### src/rtl/loader_pkg.sv
// Shared definitions for the instruction-memory loader: FSM encoding and
// the number of bytes that make up one little-endian word / length header.
package loader_pkg;

   typedef enum logic [2:0] {
      S_IDLE = 3'd0,
      S_LEN  = 3'd1,
      S_DATA = 3'd2,
      S_DONE = 3'd3,
      S_ERR  = 3'd4
   } state_e;

   localparam int HDR_BYTES = 4;

endpackage

### src/rtl/imem_loader_byte_to_word.sv
// Little-endian byte-to-word assembler shared by the length header and the
// data payload; word/word_valid are presented in the cycle of the last byte.
module byte_to_word
   import loader_pkg::*;
(
   input  logic        clk,
   input  logic        rst,
   input  logic        clr,
   input  logic        byte_valid,
   input  logic [7:0]  rx_byte,
   output logic [31:0] word,
   output logic        word_valid
);

   logic [1:0]  cnt_q, cnt_d;
   logic [23:0] shreg_q, shreg_d;

   always_ff @(posedge clk or posedge rst) begin
      if (rst) begin
         cnt_q   <= '0;
         shreg_q <= '0;
      end else begin
         cnt_q   <= cnt_d;
         shreg_q <= shreg_d;
      end
   end

   // Bytes shift in from the top so the first byte ends up in bits [7:0].
   always_comb begin
      cnt_d   = cnt_q;
      shreg_d = shreg_q;
      if (clr) begin
         cnt_d   = '0;
         shreg_d = '0;
      end else if (byte_valid) begin
         cnt_d   = cnt_q + 2'd1;
         shreg_d = {rx_byte, shreg_q[23:8]};
      end
   end

   assign word       = {rx_byte, shreg_q};
   assign word_valid = byte_valid && !clr && (cnt_q == 2'(HDR_BYTES - 1));

endmodule

### src/rtl/imem_loader.sv
// Streams a length-prefixed byte image into instruction memory, holding the
// core in reset until the whole image has been written successfully.
module imem_loader
   import loader_pkg::*;
#(
   parameter int INST_MEMORY_SIZE = 16384,
   parameter int ADDR_WIDTH       = $clog2(INST_MEMORY_SIZE),
   parameter int TIMEOUT_CYCLES   = 1000000
)(
   input  logic                  clk,
   input  logic                  rst,
   input  logic                  load_req,
   input  logic [7:0]            rx_data,
   input  logic                  rx_valid,
   output logic [ADDR_WIDTH-1:0] write_addr,
   output logic [31:0]           write_data,
   output logic                  w_en,
   output logic                  cpu_hold,
   output logic                  busy,
   output logic                  done,
   output logic                  error
);

   localparam int          KW        = ADDR_WIDTH - 2;
   localparam int          TW        = $clog2(TIMEOUT_CYCLES + 1);
   localparam logic [31:0] MAX_WORDS = 32'(INST_MEMORY_SIZE / 4);
   localparam logic [TW-1:0] TO_LAST = TW'(TIMEOUT_CYCLES - 1);

   state_e          state_q, state_d;
   logic [31:0]     n_q, n_d;
   logic [KW-1:0]   k_q, k_d;
   logic [TW-1:0]   to_q, to_d;

   logic [ADDR_WIDTH-1:0] addr_q, addr_d;
   logic [31:0]           data_q, data_d;
   logic                  w_en_q, w_en_d;
   logic                  hold_q, hold_d;
   logic                  busy_q, busy_d;
   logic                  done_q, done_d;
   logic                  err_q, err_d;

   logic        clr;
   logic        rx_acc;
   logic [31:0] word;
   logic        word_valid;

   assign rx_acc = rx_valid && ((state_q == S_LEN) || (state_q == S_DATA));

   byte_to_word u_b2w (
      .clk        (clk),
      .rst        (rst),
      .clr        (clr),
      .byte_valid (rx_acc),
      .rx_byte    (rx_data),
      .word       (word),
      .word_valid (word_valid)
   );

   always_ff @(posedge clk or posedge rst) begin
      if (rst) begin
         state_q <= S_IDLE;
         n_q     <= '0;
         k_q     <= '0;
         to_q    <= '0;
         addr_q  <= '0;
         data_q  <= '0;
         w_en_q  <= 1'b0;
         hold_q  <= 1'b0;
         busy_q  <= 1'b0;
         done_q  <= 1'b0;
         err_q   <= 1'b0;
      end else begin
         state_q <= state_d;
         n_q     <= n_d;
         k_q     <= k_d;
         to_q    <= to_d;
         addr_q  <= addr_d;
         data_q  <= data_d;
         w_en_q  <= w_en_d;
         hold_q  <= hold_d;
         busy_q  <= busy_d;
         done_q  <= done_d;
         err_q   <= err_d;
      end
   end

   always_comb begin
      state_d = state_q;
      n_d     = n_q;
      k_d     = k_q;
      to_d    = to_q;
      clr     = 1'b0;
      case (state_q)
         S_IDLE, S_DONE, S_ERR: begin
            if (load_req) begin
               state_d = S_LEN;
               clr     = 1'b1;
               n_d     = '0;
               k_d     = '0;
               to_d    = '0;
            end
         end
         S_LEN: begin
            if (rx_valid) begin
               to_d = '0;
               if (word_valid) begin
                  n_d = word;
                  if (word == 32'd0)          state_d = S_DONE;
                  else if (word > MAX_WORDS)  state_d = S_ERR;
                  else                        state_d = S_DATA;
               end
            end else if (to_q == TO_LAST) begin
               state_d = S_ERR;
            end else begin
               to_d = to_q + 1'b1;
            end
         end
         S_DATA: begin
            if (rx_valid) begin
               to_d = '0;
               if (word_valid) begin
                  k_d = k_q + 1'b1;
                  // The last write lands on the same edge the FSM leaves DATA.
                  if (32'(k_q) == (n_q - 32'd1)) state_d = S_DONE;
               end
            end else if (to_q == TO_LAST) begin
               state_d = S_ERR;
            end else begin
               to_d = to_q + 1'b1;
            end
         end
         default: state_d = S_IDLE;
      endcase
   end

   always_comb begin
      w_en_d = (state_q == S_DATA) && word_valid;
      addr_d = w_en_d ? {k_q, 2'b00} : addr_q;
      data_d = w_en_d ? word : data_q;
      hold_d = (state_d == S_LEN) || (state_d == S_DATA) || (state_d == S_ERR);
      busy_d = (state_d == S_LEN) || (state_d == S_DATA);
      done_d = (state_d == S_DONE);
      err_d  = (state_d == S_ERR);
   end

   assign write_addr = addr_q;
   assign write_data = data_q;
   assign w_en       = w_en_q;
   assign cpu_hold   = hold_q;
   assign busy       = busy_q;
   assign done       = done_q;
   assign error      = err_q;

endmodule
### config.mk
export PLATFORM = sky130hd
export DESIGN_NAME = imem_loader
export DESIGN_NICKNAME = d
export VERILOG_FILES = /design/src/rtl/loader_pkg.sv /design/src/rtl/imem_loader_byte_to_word.sv /design/src/rtl/imem_loader.sv
export SDC_FILE = /design/constraint.sdc
export NUM_CORES = 1
export LEC_CHECK = 0
export BUFFER_PORTS_ARGS = -buffer_cell sky130_fd_sc_hd__buf_4
export CAP_MARGIN = 25
export CORE_ASPECT_RATIO = 1.5
export CORE_MARGIN = 2
export CORE_UTILIZATION = 55
export CTS_CLUSTER_DIAMETER = 40
export DETAILED_ROUTE_END_ITERATION = 16
export GPL_TIMING_DRIVEN = 1
export PLACE_DENSITY = 0.75
export SYNTH_ARGS = -nofsm -noshare
export SYNTH_HDL_FRONTEND = slang
export SYNTH_SLANG_ARGS = --single-unit
### constraint.sdc
create_clock -name clk -period 9.6 [get_ports clk]
set_input_delay 0.48 -clock clk [delete_from_list [all_inputs] [get_ports clk]]
set_output_delay 0.48 -clock clk [all_outputs]
set_load 0.05 [all_outputs]
After elaboration in Yosys (flattened, before gate mapping). Index checks and enable logic that the tools add are counted.

Register bits: 142. Input bits: 12. Output and inout port bits: 51. Word-level logic and storage cells: 82.

$add $sub $neg: 4. Magnitude comparators: 1. Eq/ne operators: 17. Muxes and demuxes: 28. Reductions and logical operators: 19.

Operators by type and width (number): $mux 32 (3); $pmux 32 s2 (1); $mux 20 (3); $mux 24 (2); $pmux 20 s2 (1); $mux 12 (3); $eq 12x32->1 (1); $gt 32x13->1 const B (1); $logic_not 32->1 (1); $sub 32x1->32 const B (1); $mux 3 (9); $pmux 12 s2 (1); $add 20x1->20 const B (1); $eq 20x20->1 const B (1); $add 12x1->12 const B (1); $eq 3x2->1 const B (4); $ne 2x2->1 const B (5); $pmux 3 s3 (1); $reduce_and 4->1 (2); $reduce_bool 2->1 (4); $eq 3x1->1 const B (2); $eq 3x3->1 const B (2); $logic_and 1x1->1 (4); $mux 2 (2); other kinds (10) (13).

Depth between registers and ports, before layout.
Depth after elaboration: 12. Mapped depth: 10.

Modules after synthesis. Synthesis repeated with hierarchy kept, for this count alone.

Cell total of the unflattened synthesis: 680. Area, all modules: 6921.6 um^2.

Modules (own cells, without submodules): imem_loader (times used 1, cells an instance 584, area each 5761.8 um^2); byte_to_word (times used 1, cells an instance 96, area each 1159.9 um^2).

Least setup slack after synthesis. OpenSTA, ideal clock, no wires.

Path type: flip-flop to flip-flop. Start point: register n_q[0]. End point: register hold_q, in the netlist cpu_hold. Data arrival time: 2.553 ns. Data required time: 9.521 ns. Slack: 6.968 ns. Stages on the path, launching flop included: 10. Buffers on the path: 0. Cells stage by stage: dfrtp_1 inv_1 ha_1 or3b_2 nor4_1 xor2_1 a2111oi_2 nand4_1 o41ai_4 mux2i_1.

Word-level cells in the longest chain between the ends: 9.

Ends and longest elaborated chain: start, declared (line imem_loader.sv:30) `logic [31:0] n_q, n_d;`; start signal, assigned (line imem_loader.sv:74) `n_q <= n_d;`; $sub 32x1->32 (*) (line imem_loader.sv:124) `if (32'(k_q) == (n_q - 32'd1)) state_d = S_DONE;`; $eq 12x32->1 (*) (line imem_loader.sv:124); $mux 3 (*) (line imem_loader.sv:124); $mux 3 (*) (line imem_loader.sv:121) `if (word_valid) begin`; $mux 3 (*) (line imem_loader.sv:119) `if (rx_valid) begin`; $pmux 3 s3 (*) (line imem_loader.sv:93) `case (state_q)`; net state_d[0] (line imem_loader.sv:29) `state_e state_q, state_d;`; $eq 3x1->1 or $eq 3x2->1 (tied branches) (line imem_loader.sv:140) `hold_d = (state_d == S_LEN) || (state_d == S_DATA) || (state_d == S_ERR);`; $logic_or 1x1->1 (line imem_loader.sv:140); $logic_or 1x1->1 (*) (line imem_loader.sv:140); net hold_d (line imem_loader.sv:37) `logic hold_q, hold_d;`; end signal, assigned (line imem_loader.sv:80) `hold_q <= hold_d;`; end, declared (line imem_loader.sv:37).

The timed path passes the listed nets; every way through them passes the cells marked *. A chain may end at the register's enable or synchronous reset.

Final worst setup path.
Start point: register state_q[1]. End point: register hold_q, in the netlist cpu_hold.

Word-level cells in the longest chain between the ends: 12.

Ends and longest elaborated chain: start, declared (line imem_loader.sv:29); start signal, assigned (line imem_loader.sv:73) `state_q <= state_d;`; $eq 3x2->1 (tied with other cells) (line imem_loader.sv:93); $reduce_or 3->1 (line imem_loader.sv:93); $mux 1 (line imem_loader.sv:93); $logic_not 1->1 (line imem_loader_byte_to_word.sv:42) `assign word_valid = byte_valid && !clr && (cnt_q == 2'(HDR_BYTES - 1));`; $logic_and 1x1->1 (2 in a row) (line imem_loader_byte_to_word.sv:42); $mux 3 (on tied branches) (line imem_loader.sv:121, imem_loader.sv:106); $mux 3 (on tied branches) (line imem_loader.sv:119, imem_loader.sv:104); $pmux 3 s3 (*) (line imem_loader.sv:93); net state_d[0] (line imem_loader.sv:29); $eq 3x1->1 or $eq 3x2->1 (tied branches) (line imem_loader.sv:140); $logic_or 1x1->1 (line imem_loader.sv:140); $logic_or 1x1->1 (*) (line imem_loader.sv:140); net hold_d (line imem_loader.sv:37).

Marks and branches as above.

==> flow_summary.json <==
{
  "status": "finished clean",
  "max_freq_ghz": 0.3013,
  "fin_crit_ns": 3.319,
  "cts_tree": "done",
  "portBuffers": 60,
  "die_area_um2": 13020,
  "startpoint_type": "flop",
  "numCtsBuffers": 17,
  "grt_max_degree": 89,
  "multi_input_area_um2": 2912,
  "syn_inst": 719,
  "area_growth_syn_to_layout_pct": 18.38,
  "p_comb_share_pct": 34.6,
  "fin_nets": 781,
  "period_share_pct": 34.57,
  "drv_slew": 0,
  "placed_cells_incl_taps": 898,
  "clkPwrFrac_pct": 29.2,
  "r2r_slack_ns": 6.28,
  "synth_warnings": 0,
  "routed_wl_um": 15690,
  "synth_cell_type_count": 60,
  "pre_cts_slack_ns": 5.746,
  "cts_resized": 0,
  "clkSlewWorstSetupHoldPaths_ns": 0.06,
  "routed_via_density": 5.742,
  "synth_ff_type": "dfrtp_1",
  "setup_viol": 0,
  "avgSynthCellArea_um2": 9.258,
  "diodes": 0,
  "worstMarginPinSlew_ns": 1.043,
  "finalSetupTns_ns": 0,
  "synth-edff-count": 0,
  "fin_ws_ns": 6.281,
  "power_uw": 2418,
  "dieWidth_um": 93.83,
  "clockBufferDepth": 2,
  "ir_drop_mv": 0.1487,
  "cellLeakagePower_uw": 0.003765,
  "dp_hpwl_um": 10710,
  "async_flop_share_pct": 100.0,
  "drive_gt1_share_pct": 16.20,
  "ant_nets": 0,
  "dr_total_vias": 5346,
  "p_sw_uw": 912.3,
  "relSlewSlack_pct": 30.28,
  "mostFrequentLayoutCell": "nand2_1",
  "skew_ns": 0.007230,
  "hold_buffers": 0,
  "antenna_found_initial": 0,
  "routabilityCongestion": 0.8881,
  "ys_ff_latch": 142,
  "r2r_start": "state_q[1]$_DFF_PP0_",
  "chipHeight_um": 138.7,
  "gr-usage-met2_pct": 43.01,
  "groute.usage.overall_pct": 25.43,
  "syn_area_um2": 6656,
  "drc": 0,
  "cts_root_buf": "clkbuf_16",
  "gr-usage-met3_pct": 4.837,
  "clk_latency_ns": 0.42,
  "wl_per_cell_um": 16.86,
  "reg2reg_depth": 9,
  "path_class": "reg -> reg",
  "drt_iter0_markers": 421,
  "ioPinCount": 63,
  "critical_path_peak_fanout": 26,
  "maxCapViolCount": 0,
  "seq_power_share_pct": 36.2,
  "yosysSeqAreaShare_pct": 53.38,
  "grt_pass1_wl_um": 26300,
  "final_cell_mix": "nand2_1 (214), dfrtp_1 (142), buf_4 (64), o21ai_0 (50), nor2_1 (36)",
  "cts_setup_buffers": 0,
  "initial_core_util_pct": 55.96,
  "end_kind": "flop",
  "regArea_um2": 3553,
  "pwr_density_cell_nw_per_um2": 306.8,
  "core-area_um2": 11890,
  "clkSinkCount": 142,
  "worstPathRequired_ns": 9.94,
  "htree_levels": 4,
  "timing.rr.end": "cpu_hold$_DFF_PP0_",
  "hold_violations": 0,
  "busiest_layer": "met2",
  "internal-power_uw": 1506,
  "n_fill_cell": 977,
  "rsz0062_at_grt": "false",
  "grt_pass1_vias": 5225,
  "arrival_ns": 3.66,
  "rows": 49,
  "hp-class": "in -> async",
  "met1_usage_pct": 32.73,
  "layoutNonFillerInstCount": 931,
  "p_sw_share_pct": 37.73,
  "drtPass1Iterations": 5,
  "grt_overflow": 0
}
[worst max-delay path, stage by stage (launching register included)]
cell and delay (ns):
dfrtp_1 0.56, or2b_2 0.35, nor2_1 0.16, nand3_2 0.46, inv_1 0.54, nand3_1 0.15
a2111oi_2 0.23, nand4_1 0.20, o41ai_4 0.38, mux2i_1 0.22
[stage by stage]
step                util (%)  hold WS, ns  area (um2)
finish                 66.25       0.2154        7880
global route           66.25       0.2877        7880
CTS                    66.02       0.2418        7853
detailed placement     60.65       0.4630        7213
global placement       60.52       0.4576        7198
floorplan                  -       0.4414        6660
[how the worst max path moves through the flow]
stage | depth (start not counted) | end | slack (ns) | startpoint
detailed placement | 9 | cpu_hold$_DFF_PP0_ | 5.75 | state_q[1]$_DFF_PP0_
floorplan | 1 | busy$_DFF_PP0_ | 5.31 | rst
finish | 9 | cpu_hold$_DFF_PP0_ | 6.28 | state_q[1]$_DFF_PP0_
global placement | 9 | cpu_hold$_DFF_PP0_ | 5.91 | state_q[1]$_DFF_PP0_
CTS | 9 | cpu_hold$_DFF_PP0_ | 5.73 | state_q[1]$_DFF_PP0_
global route | 9 | done$_DFF_PP0_ | 5.92 | state_q[1]$_DFF_PP0_
[power by group through the flow]
stage | Clock, uW | Combinational, uW | Sequential, uW
after global routing | 738 | 923 | 893
after detailed placement | 0 | 818 | 881
after global placement | 0 | 785 | 875
final | 705 | 837 | 876
after CTS | 713 | 832 | 870
after floorplan | 0 | 655 | 834
[flip-flops by register name (all words and copies together), names as in the netlist]
name and flops:
k_q 12, cpu_hold 1, error 1, done 1
busy 1, to_q 20, u_b2w.shreg_q 24, w_en 1
write_addr 12, n_q 32, u_b2w.cnt_q 2, state_q 3
write_data 32
[layout make-up]
type                    count  area share [%]
multi-input cells         523           36.95
clock buffers              19           5.748
flip-flops and latches    142           45.09
clock inverters            13           2.366
well taps                 153           2.429
inverters                  15          0.7780
repair buffers             66           6.637
[metal layers]
metal,share of wire [%],wire length [um]
met1,42,6517
met2,52,8218
met3,3.7,574
met4,2.4,384
met5,0,0
[synthesized netlist by cell type, types with 2 or more instances]
cell type	number	area [um2]
nand2_1	214	803.3
dfrtp_1	142	3553
o21ai_0	50	250.2
nor2_1	37	138.9
clkbuf_1	32	120.1
a22o_1	25	219.0
xnor2_1	23	201.4
xor2_1	17	148.9
a21oi_1	16	80.08
inv_1	15	56.30
nor3_1	15	75.07
nor4_1	15	93.84
nand4_1	14	87.58
or3_1	14	87.58
nand3_1	13	65.06
and4_1	5	43.79
a31oi_1	4	25.02
and2_1	4	25.02
buf_1	4	15.01
ha_1	4	50.05
buf_4	3	22.52
nor3b_1	3	22.52
o31ai_1	3	22.52
or2_2	3	18.77
and3b_1	2	17.52
mux2_2	2	22.52
mux2i_1	2	20.02
nor4bb_1	2	20.02
o22ai_1	2	12.51
o31a_2	2	20.02
or4_1	2	15.01
or4_4	2	22.52
[logic make-up after synthesis]
logic type	count (synthesis)	share of synthesized area, %
and+or+nand+nor	357	24.70
DFF	142	53.38
AOI/OAI and AO/OA	116	11.92
buffers and inverters	55	3.289
xor gates and xnor gates	40	5.263
adders and majority gates	4	0.7519
muxes	4	0.6391
other	1	0.05634
Note: power is estimated with default switching activity, not from simulation.
